<file path="src/rtl/datapath_mem_hs.sv">
// Multicycle RV datapath with a valid/ready memory port, sub-word access and misalignment rejection.
// Optional MEM_TIMEOUT_EN: abort a request after TIMEOUT_CYCLES cycles without mem_ready.
//   state | meaning
//   IDLE  | no request outstanding; mem_start accepted here
//   REQ   | mem_req held with stable address/data/enables until mem_ready (or timeout)
module datapath_mem_hs #(
  parameter int unsigned     XLEN           = 32,
  parameter int unsigned     NUM_REGS       = 32,
  parameter logic [XLEN-1:0] RESET_PC       = '0,
  parameter int unsigned     TIMEOUT_CYCLES = 255
) (
  input  logic              clk,
  input  logic              rst,
  input  logic              pc_write,
  input  logic              adr_src,
  input  logic [1:0]        result_src,
  input  logic [3:0]        alu_control,
  input  logic [1:0]        alu_src_a,
  input  logic [1:0]        alu_src_b,
  input  logic [2:0]        imm_src,
  input  logic              reg_write,
  input  logic              mem_start,
  input  logic              mem_we,
  input  logic              mem_fetch,
  input  logic [1:0]        mem_size,
  input  logic              mem_unsigned,
  output logic              mem_req,
  output logic              mem_we_o,
  output logic [XLEN-1:0]   mem_addr,
  output logic [XLEN-1:0]   mem_wdata,
  output logic [XLEN/8-1:0] mem_be,
  input  logic [XLEN-1:0]   mem_rdata,
  input  logic              mem_ready,
  output logic [31:0]       instr,
  output logic              zero,
  output logic              busy,
  output logic              mem_done,
  output logic              misalign_fault,
  output logic              bus_error
);

  localparam int unsigned NB   = XLEN / 8;
  localparam int unsigned OFFW = $clog2(NB);
  localparam int unsigned RAW  = $clog2(NUM_REGS);
  localparam int unsigned SHW  = $clog2(XLEN);

  if ((XLEN != 32 && XLEN != 64) || TIMEOUT_CYCLES == 0) begin : g_param_check
    $error("datapath_mem_hs: XLEN must be 32 or 64 and TIMEOUT_CYCLES nonzero");
  end

  typedef enum logic {S_IDLE, S_REQ} state_t;

  state_t state_q, state_d;

  logic [XLEN-1:0] pc_q, old_pc_q, launch_pc_q, mdr_q, alu_out_q, rs1_q, rs2_q;
  logic [31:0]     ir_q;
  logic [XLEN-1:0] rf_q [NUM_REGS];

  logic [XLEN-1:0] addr_q, wdata_q;
  logic [NB-1:0]   be_q;
  logic [OFFW-1:0] off_q;
  logic [1:0]      size_q;
  logic            we_q, fetch_q, uns_q;
  logic            done_q, fault_q, berr_q;

  logic [XLEN-1:0] imm_ext, src_a, src_b, alu_result, result, req_addr;
  logic [XLEN-1:0] wdata_launch, rd_shift, load_val;
  logic [31:0]     imm32;
  logic [7:0]      be_mask;
  logic [NB-1:0]   be_launch;
  logic            misaligned, launch, complete, fault_d, timeout;

  logic [RAW-1:0]  rs1_idx, rs2_idx, rd_idx;

  assign rs1_idx = ir_q[15 +: RAW];
  assign rs2_idx = ir_q[20 +: RAW];
  assign rd_idx  = ir_q[7 +: RAW];

  always_comb begin
    imm32 = '0;
    case (imm_src)
      3'd0: imm32 = {{20{ir_q[31]}}, ir_q[31:20]};
      3'd1: imm32 = {{20{ir_q[31]}}, ir_q[31:25], ir_q[11:7]};
      3'd2: imm32 = {{19{ir_q[31]}}, ir_q[31], ir_q[7], ir_q[30:25], ir_q[11:8], 1'b0};
      3'd3: imm32 = {{11{ir_q[31]}}, ir_q[31], ir_q[19:12], ir_q[20], ir_q[30:21], 1'b0};
      3'd4: imm32 = {ir_q[31:12], 12'b0};
      default: imm32 = '0;
    endcase
    imm_ext = XLEN'($signed(imm32));
  end

  always_comb begin
    src_a = '0;
    case (alu_src_a)
      2'd0: src_a = pc_q;
      2'd1: src_a = old_pc_q;
      2'd2: src_a = rs1_q;
      default: src_a = '0;
    endcase
    src_b = '0;
    case (alu_src_b)
      2'd0: src_b = rs2_q;
      2'd1: src_b = imm_ext;
      2'd2: src_b = XLEN'(4);
      default: src_b = '0;
    endcase
  end

  // 0 add, 1 sub, 2 and, 3 or, 4 xor, 5 slt, 6 sltu, 7 sll, 8 srl, 9 sra, 10 pass B
  always_comb begin
    alu_result = '0;
    case (alu_control)
      4'd0:  alu_result = src_a + src_b;
      4'd1:  alu_result = src_a - src_b;
      4'd2:  alu_result = src_a & src_b;
      4'd3:  alu_result = src_a | src_b;
      4'd4:  alu_result = src_a ^ src_b;
      4'd5:  alu_result = {{(XLEN-1){1'b0}}, ($signed(src_a) < $signed(src_b))};
      4'd6:  alu_result = {{(XLEN-1){1'b0}}, (src_a < src_b)};
      4'd7:  alu_result = src_a << src_b[SHW-1:0];
      4'd8:  alu_result = src_a >> src_b[SHW-1:0];
      4'd9:  alu_result = $signed(src_a) >>> src_b[SHW-1:0];
      4'd10: alu_result = src_b;
      default: alu_result = '0;
    endcase
  end

  assign zero = (alu_result == '0);

  always_comb begin
    result = '0;
    case (result_src)
      2'd0: result = alu_out_q;
      2'd1: result = mdr_q;
      2'd2: result = alu_result;
      default: result = '0;
    endcase
  end

  assign req_addr = adr_src ? result : pc_q;

  always_comb begin
    misaligned = 1'b0;
    be_mask    = 8'h01;
    wdata_launch = rs2_q;
    case (mem_size)
      2'd0: begin
        be_mask      = 8'h01;
        wdata_launch = {NB{rs2_q[7:0]}};
      end
      2'd1: begin
        misaligned   = req_addr[0];
        be_mask      = 8'h03;
        wdata_launch = {(NB/2){rs2_q[15:0]}};
      end
      2'd2: begin
        misaligned   = (req_addr[1:0] != 2'b00);
        be_mask      = 8'h0F;
        wdata_launch = {(NB/4){rs2_q[31:0]}};
      end
      default: begin
        misaligned   = (XLEN == 32) || (req_addr[2:0] != 3'b000);
        be_mask      = 8'hFF;
        wdata_launch = rs2_q;
      end
    endcase
    be_launch = NB'(be_mask) << req_addr[OFFW-1:0];
  end

  // Lane select by captured offset, then extend according to the captured size.
  always_comb begin
    rd_shift = mem_rdata >> {off_q, 3'b000};
    load_val = rd_shift;
    case (size_q)
      2'd0: load_val = uns_q ? XLEN'(rd_shift[7:0])  : XLEN'($signed(rd_shift[7:0]));
      2'd1: load_val = uns_q ? XLEN'(rd_shift[15:0]) : XLEN'($signed(rd_shift[15:0]));
      2'd2: load_val = uns_q ? XLEN'(rd_shift[31:0]) : XLEN'($signed(rd_shift[31:0]));
      default: load_val = rd_shift;
    endcase
  end

`ifdef MEM_TIMEOUT_EN
  localparam int unsigned CW = $clog2(TIMEOUT_CYCLES + 1);
  logic [CW-1:0] cnt_q, cnt_d;

  always_comb begin
    cnt_d = cnt_q;
    if (launch)
      cnt_d = CW'(TIMEOUT_CYCLES - 1);
    else if (state_q == S_REQ && !mem_ready && cnt_q != '0)
      cnt_d = cnt_q - 1'b1;
  end

  assign timeout = (state_q == S_REQ) && !mem_ready && (cnt_q == '0);

  always_ff @(posedge clk) begin
    if (!rst) cnt_q <= '0;
    else      cnt_q <= cnt_d;
  end
`else
  assign timeout = 1'b0;
`endif

  always_comb begin
    state_d  = state_q;
    launch   = 1'b0;
    complete = 1'b0;
    fault_d  = 1'b0;
    case (state_q)
      S_IDLE: begin
        if (mem_start) begin
          if (misaligned) begin
            fault_d = 1'b1;
          end else begin
            launch  = 1'b1;
            state_d = S_REQ;
          end
        end
      end
      S_REQ: begin
        if (mem_ready) begin
          complete = 1'b1;
          state_d  = S_IDLE;
        end else if (timeout) begin
          state_d = S_IDLE;
        end
      end
      default: state_d = S_IDLE;
    endcase
  end

  always_ff @(posedge clk) begin
    if (!rst) state_q <= S_IDLE;
    else      state_q <= state_d;
  end

  always_ff @(posedge clk) begin
    if (!rst) begin
      pc_q        <= RESET_PC;
      old_pc_q    <= '0;
      launch_pc_q <= '0;
      ir_q        <= '0;
      mdr_q       <= '0;
      alu_out_q   <= '0;
      rs1_q       <= '0;
      rs2_q       <= '0;
      for (int i = 0; i < NUM_REGS; i++) rf_q[i] <= '0;
      addr_q      <= '0;
      wdata_q     <= '0;
      be_q        <= '0;
      off_q       <= '0;
      size_q      <= '0;
      we_q        <= 1'b0;
      fetch_q     <= 1'b0;
      uns_q       <= 1'b0;
      done_q      <= 1'b0;
      fault_q     <= 1'b0;
      berr_q      <= 1'b0;
    end else begin
      rs1_q     <= rf_q[rs1_idx];
      rs2_q     <= rf_q[rs2_idx];
      alu_out_q <= alu_result;
      // Architectural state is frozen while a request is outstanding.
      if (state_q != S_REQ) begin
        if (pc_write) pc_q <= result;
        if (reg_write && rd_idx != '0) rf_q[rd_idx] <= result;
      end
      if (launch) begin
        addr_q      <= {req_addr[XLEN-1:OFFW], {OFFW{1'b0}}};
        off_q       <= req_addr[OFFW-1:0];
        size_q      <= mem_size;
        we_q        <= mem_we;
        fetch_q     <= mem_fetch;
        uns_q       <= mem_unsigned;
        wdata_q     <= wdata_launch;
        be_q        <= be_launch;
        launch_pc_q <= pc_q;
      end
      if (complete && !we_q) begin
        if (fetch_q) begin
          ir_q     <= rd_shift[31:0];
          old_pc_q <= launch_pc_q;
        end else begin
          mdr_q <= load_val;
        end
      end
      done_q  <= complete;
      fault_q <= fault_d;
      berr_q  <= timeout;
    end
  end

  assign mem_req        = (state_q == S_REQ);
  assign busy           = (state_q == S_REQ);
  assign mem_we_o       = we_q & mem_req;
  assign mem_addr       = addr_q;
  assign mem_wdata      = wdata_q;
  assign mem_be         = be_q & {NB{mem_req}};
  assign instr          = ir_q;
  assign mem_done       = done_q;
  assign misalign_fault = fault_q;
  assign bus_error      = berr_q;

endmodule

</file>
<file path="config.mk">
export PLATFORM = sky130hd
export DESIGN_NAME = datapath_mem_hs
export DESIGN_NICKNAME = d
export VERILOG_FILES = /design/src/rtl/datapath_mem_hs.sv
export SDC_FILE = /design/constraint.sdc
export NUM_CORES = 2
export LEC_CHECK = 0
export ABC_CLOCK_PERIOD_IN_PS = 10400
export CAP_MARGIN = 20
export CORE_UTILIZATION = 55
export CTS_CLUSTER_DIAMETER = 80
export DETAILED_ROUTE_END_ITERATION = 10
export DONT_BUFFER_PORTS = 1
export MAX_ROUTING_LAYER = met4
export PLACE_DENSITY = 0.75
export SLEW_MARGIN = 25
export SYNTH_ARGS = -nofsm -noshare
export SYNTH_HDL_FRONTEND = slang
export SYNTH_SLANG_ARGS = --single-unit
</file>
<file path="constraint.sdc">
create_clock -name clk -period 10.4 [get_ports clk]
set_input_delay 2.08 -clock clk [delete_from_list [all_inputs] [get_ports clk]]
set_output_delay 2.08 -clock clk [all_outputs]
set_load 0.05 [all_outputs]
</file>
==> impl_results.md <==
* Pre-CTS worst setup slack at between 0.4 and 0.5 ns
* Drt drc at 0
* Number of antenna violations at the first check in global routing at 21
* Post-detailed-route via-to-cell ratio at ~7.5
* Part of the total power dissipated in combinational logic at 12.8%
* Clock-pin slew on the worst setup and hold paths at roughly 0.06 ns
* CP Data Required Time at between 8 and 9 ns
* Final Critical Period at a little over 10 ns
* CP Max Fanout at 33
* Detailed Place HPWL at roughly 220,000 um
* Number of distinct library cell variants in the gate-level netlist after synthesis at roughly 110
* Avg Inst Size Synth at 11.7 sq um
* Number of sinks driven by the clock tree at 1,356
* Net Sw Frac at 28.4%
* Buffers added on ports at 0
* Die Footprint at approximately 140,000 sq um
* Core Region at 134,000 sq um
* Critical path type: input port to output pin
* Die X-Extent at between 300 and 400 um
* Filler cells at about 10,000
* Power Internal at about 0.0094 W
* Most repeated cell in the gate-level netlist after synthesis: sky130_fd_sc_hd__nor2_1
* Metal2 WL at between 100,000 and 150,000 um
* Cells along the critical path: nor2b_2 > a21oi_1 > inv_1 > ha_1 > inv_1 > fa_1 > nor2b_1 > o2111ai_1 > a2111oi_0 > o32ai_1 > buf_4 > o32ai_1 > a221oi_1 > o31ai_1 > o31ai_1 > a21oi_1 > nand4_1 > nor4_2 > buf_4 > buf_6
* Global-route wire length before repair at between 400,000 and 500,000 um
* Minimum hold slack at approximately 0.45 ns
* Reg2Reg Setup Slack at between 3 and 4 ns
* Total number of vias at just over 60,000
* CTS Hold Buffers Added at 0
* Worst reg-to-reg path cell count at 21
* Antenna Violating Nets Remaining at 0
* Initial core utilization at 55.7%
* Routability congestion estimate at approximately 1.2
* Worst hold stages at 2
* Path class of the lowest-slack min-delay path: flip-flop to flip-flop
* RSZ-0062 raised after global routing: false
* Largest net degree at the start of global routing at 138
* Area grow syn2layout at 9.92%
* Number of H-tree branching levels at 4
* Leakage power of the design at ~27 nW
* Register area share after synthesis at between 40% and 50%
* Synth Instances at ~6,400
* Mapped Area at roughly 75,000 sq um
* Number of clock buffers inserted by TritonCTS at roughly 150
* Number of synthesized flops with an enable pin at about 1,000
* Layout Utilization at 61.3%
* Wl on met1 at 103,000 um
* Number of I/O pins at around 160
* Wire length per cell at about 41 um
* Number of pins exceeding their max-slew limit in the final report at 0
* FF-to-FF End: mem_addr[27]
* Maximum cell stage delay along the critical path at roughly 0.67 ns
* Total placed cells including tap cells at ~7,800
* Global router's overall resource usage at 49.5%
* Core Rows at ~130
* Worst-case hold path end point: old_pc_q[13]
* Clock Latency Late Sink at just over 0.8 ns
* Final period utilization at a little over nine tenths
* Cell types with the highest counts after synthesis: sky130_fd_sc_hd__nor2_1 (1,356), sky130_fd_sc_hd__edfxtp_1 (1,024), sky130_fd_sc_hd__mux4_2 (643)
* Worst supply voltage drop on vdd at about 0.19 mV
* Hold violation total from the final report at 0
* Total negative slack at 0 ns
* Cell type with the highest aggregate area in the netlist: sky130_fd_sc_hd__edfxtp_1
* CP max-delay cell: sky130_fd_sc_hd__nor2b_2
* Top layer used by detailed routing: met4
* CTS tree: yes
* Worst slew margin relative to its limit at 16.7%
* Fraction of synthesis flops using an asynchronous set or reset pin at 0%
* Power density of the placed cells at 160 nW/um^2
* Sum of met3 wire segment lengths after detailed routing at roughly 48,000 um
* Final setup skew at roughly 0.052 ns
* NetSw at 0.00374 W
* Filler-free cell count of the finished design at around 8,000
* Height of the die at about 370 um
* YS warnings at 0
* Pre-Repair DR Iteration Count at 7
* Area share of the largest cell type after synthesis at 41.1%
* Post-CTS repair timing setup buffer count at 0
* CTS max path bufs at 3
* Fraction of final layout cells sized beyond drive strength 1 at between 20% and 30%
* Final worst setup slack at 0.347 ns
* Worst Hold Launch: launch_pc_q[13]
* Final Routed Wirelength at 331,000 um
* Sequential Power Share at 47.7%
* Max Clock Freq at approximately 99 MHz
* R2r startpoint: instr[31]
* Main area contributors after synthesis: sky130_fd_sc_hd__edfxtp_1 (41%), sky130_fd_sc_hd__mux4_2 (19%), sky130_fd_sc_hd__dfxtp_1 (8.9%), sky130_fd_sc_hd__nor2_1 (6.8%), sky130_fd_sc_hd__mux2i_1 (2.6%)
* Startpoint class of the critical path: input port
* Number of register bits inferred by synthesis at 1,356
* Vias in the first global route at between 50,000 and 60,000
* PostCTS Resize Cnt at 0
* Signal arrival time at the worst endpoint at 7.97 ns
* Root buffer selected by CTS: sky130_fd_sc_hd__clkbuf_16
* Number of failing setup endpoints in the final timing report at 0
* Total number of nets in the final design at 6,374
* Least-Margin Pin Slew at approximately 1.2 ns
* Crit end category: output pin
* Clk network pwr share at 39.5%
* Outcome: finished, final reports clean
* Post-synth top flop: sky130_fd_sc_hd__edfxtp_1
* Aggregate global routing overflow at 0
* Max-cap violations at 0
* Detailed router's first-iteration violation count at 10,700
[critical path: cells and delay by family]
family | cells | cell delay, ns
AO/OA/AOI/OAI | 9 | 2.78
AND/OR/NAND/NOR | 4 | 1.55
buffers and inverters | 5 | 0.81
adder cells (fa/ha/maj) | 2 | 0.73
[state kept, by name, indices dropped and copies added, names as in the netlist, 4 cells and up]
register / cells
alu_out_q: 32
be_q: 4
instr: 32
launch_pc_q: 32
mdr_q: 32
mem_addr: 30
mem_wdata: 32
old_pc_q: 32
pc_q: 32
rf_q: 1024
rs1_q: 32
rs2_q: 32
[routing by layer]
metal  vias up  GRT usage (%)
li1      23600              -
met1     29800           56.4
met2      5976           71.8
met3      1558           15.4
met4         0           40.5
met5         -              -
[cells by family after synthesis]
logic type	Yosys count	synth area share [%]
other	1	0.00501
flip-flops	1356	50.0
AND/OR/NAND/NOR	2212	12.2
buffers and inverters	730	4.03
multiplexers	859	22.3
adder cells (fa/ha/maj)	99	1.67
XOR/XNOR	19	0.247
AO/OA/AOI/OAI	1101	9.63
[stage by stage]
step	area, sq um	power (W)
after floorplan	75000	0.00723
after global placement	77300	0.00792
after detailed placement	77400	0.00795
after CTS	82100	0.0130
after global routing	82300	0.0134
final	82300	0.0132
[worst max-delay path by stage]
stage / start / end / depth (start not counted)
final: alu_src_a[0] / zero / 20
after global routing: alu_src_a[0] / zero / 20
after CTS: alu_src_a[0] / zero / 20
after detailed placement: alu_src_a[0] / zero / 20
after global placement: alu_src_a[0] / zero / 20
after floorplan: imm_src[1] / zero / 20
[layout by cell type (no fill, tap or decap), types with 19 or more instances in the layout]
cell type | netlist | layout
sky130_fd_sc_hd__clkinv_2 | 0 | 22
sky130_fd_sc_hd__a21oi_1 | 350 | 334
sky130_fd_sc_hd__buf_4 | 14 | 262
sky130_fd_sc_hd__o22ai_1 | 31 | 31
sky130_fd_sc_hd__edfxtp_1 | 1024 | 1024
sky130_fd_sc_hd__nand2b_1 | 19 | 19
sky130_fd_sc_hd__o21ai_0 | 207 | 205
sky130_fd_sc_hd__clkinv_1 | 3 | 20
sky130_fd_sc_hd__dfxtp_1 | 332 | 320
sky130_fd_sc_hd__nand2_2 | 0 | 40
sky130_fd_sc_hd__nor3_1 | 67 | 66
sky130_fd_sc_hd__and2_1 | 28 | 26
sky130_fd_sc_hd__mux2i_1 | 198 | 197
sky130_fd_sc_hd__nor4_1 | 29 | 28
sky130_fd_sc_hd__nand2_1 | 518 | 478
sky130_fd_sc_hd__o221ai_1 | 36 | 36
sky130_fd_sc_hd__conb_1 | 1 | 35
sky130_fd_sc_hd__diode_2 | 0 | 24
sky130_fd_sc_hd__ha_1 | 97 | 97
sky130_fd_sc_hd__o2bb2ai_1 | 29 | 24
sky130_fd_sc_hd__o211ai_1 | 51 | 51
sky130_fd_sc_hd__a31oi_1 | 34 | 34
sky130_fd_sc_hd__a22oi_1 | 20 | 19
sky130_fd_sc_hd__inv_1 | 103 | 102
sky130_fd_sc_hd__mux4_2 | 643 | 643
sky130_fd_sc_hd__nand3_1 | 70 | 70
sky130_fd_sc_hd__clkbuf_1 | 444 | 41
sky130_fd_sc_hd__nor2_1 | 1356 | 1349
sky130_fd_sc_hd__a211oi_1 | 82 | 81
sky130_fd_sc_hd__a221oi_1 | 24 | 24
sky130_fd_sc_hd__clkbuf_16 | 0 | 148
[cell type report]
| class | instances | area (sq um) | area share [%] |
|---|---|---|---|
| timing repair buffer | 278 | 2300 | 2.79 |
| clock inverter | 65 | 741 | 0.900 |
| tap | 1768 | 2210 | 2.69 |
| antenna | 24 | 60.1 | 0.0730 |
| inverter | 111 | 427 | 0.519 |
| multi-input combinational | 4325 | 35100 | 42.7 |
| clock buffer | 199 | 4000 | 4.86 |
| sequential | 1356 | 37400 | 45.5 |
[power groups by stage]
stage | clock, W | combinational, W | sequential, W
3_5_place_dp | 0 | 0.00159 | 0.00637
4_1_cts | 0.00517 | 0.00160 | 0.00626
2_1_floorplan | 0 | 0.000953 | 0.00628
6_report | 0.00520 | 0.00168 | 0.00628
5_1_grt | 0.00537 | 0.00170 | 0.00628
3_3_place_gp | 0 | 0.00158 | 0.00634
(Power assumes the default switching activity.)
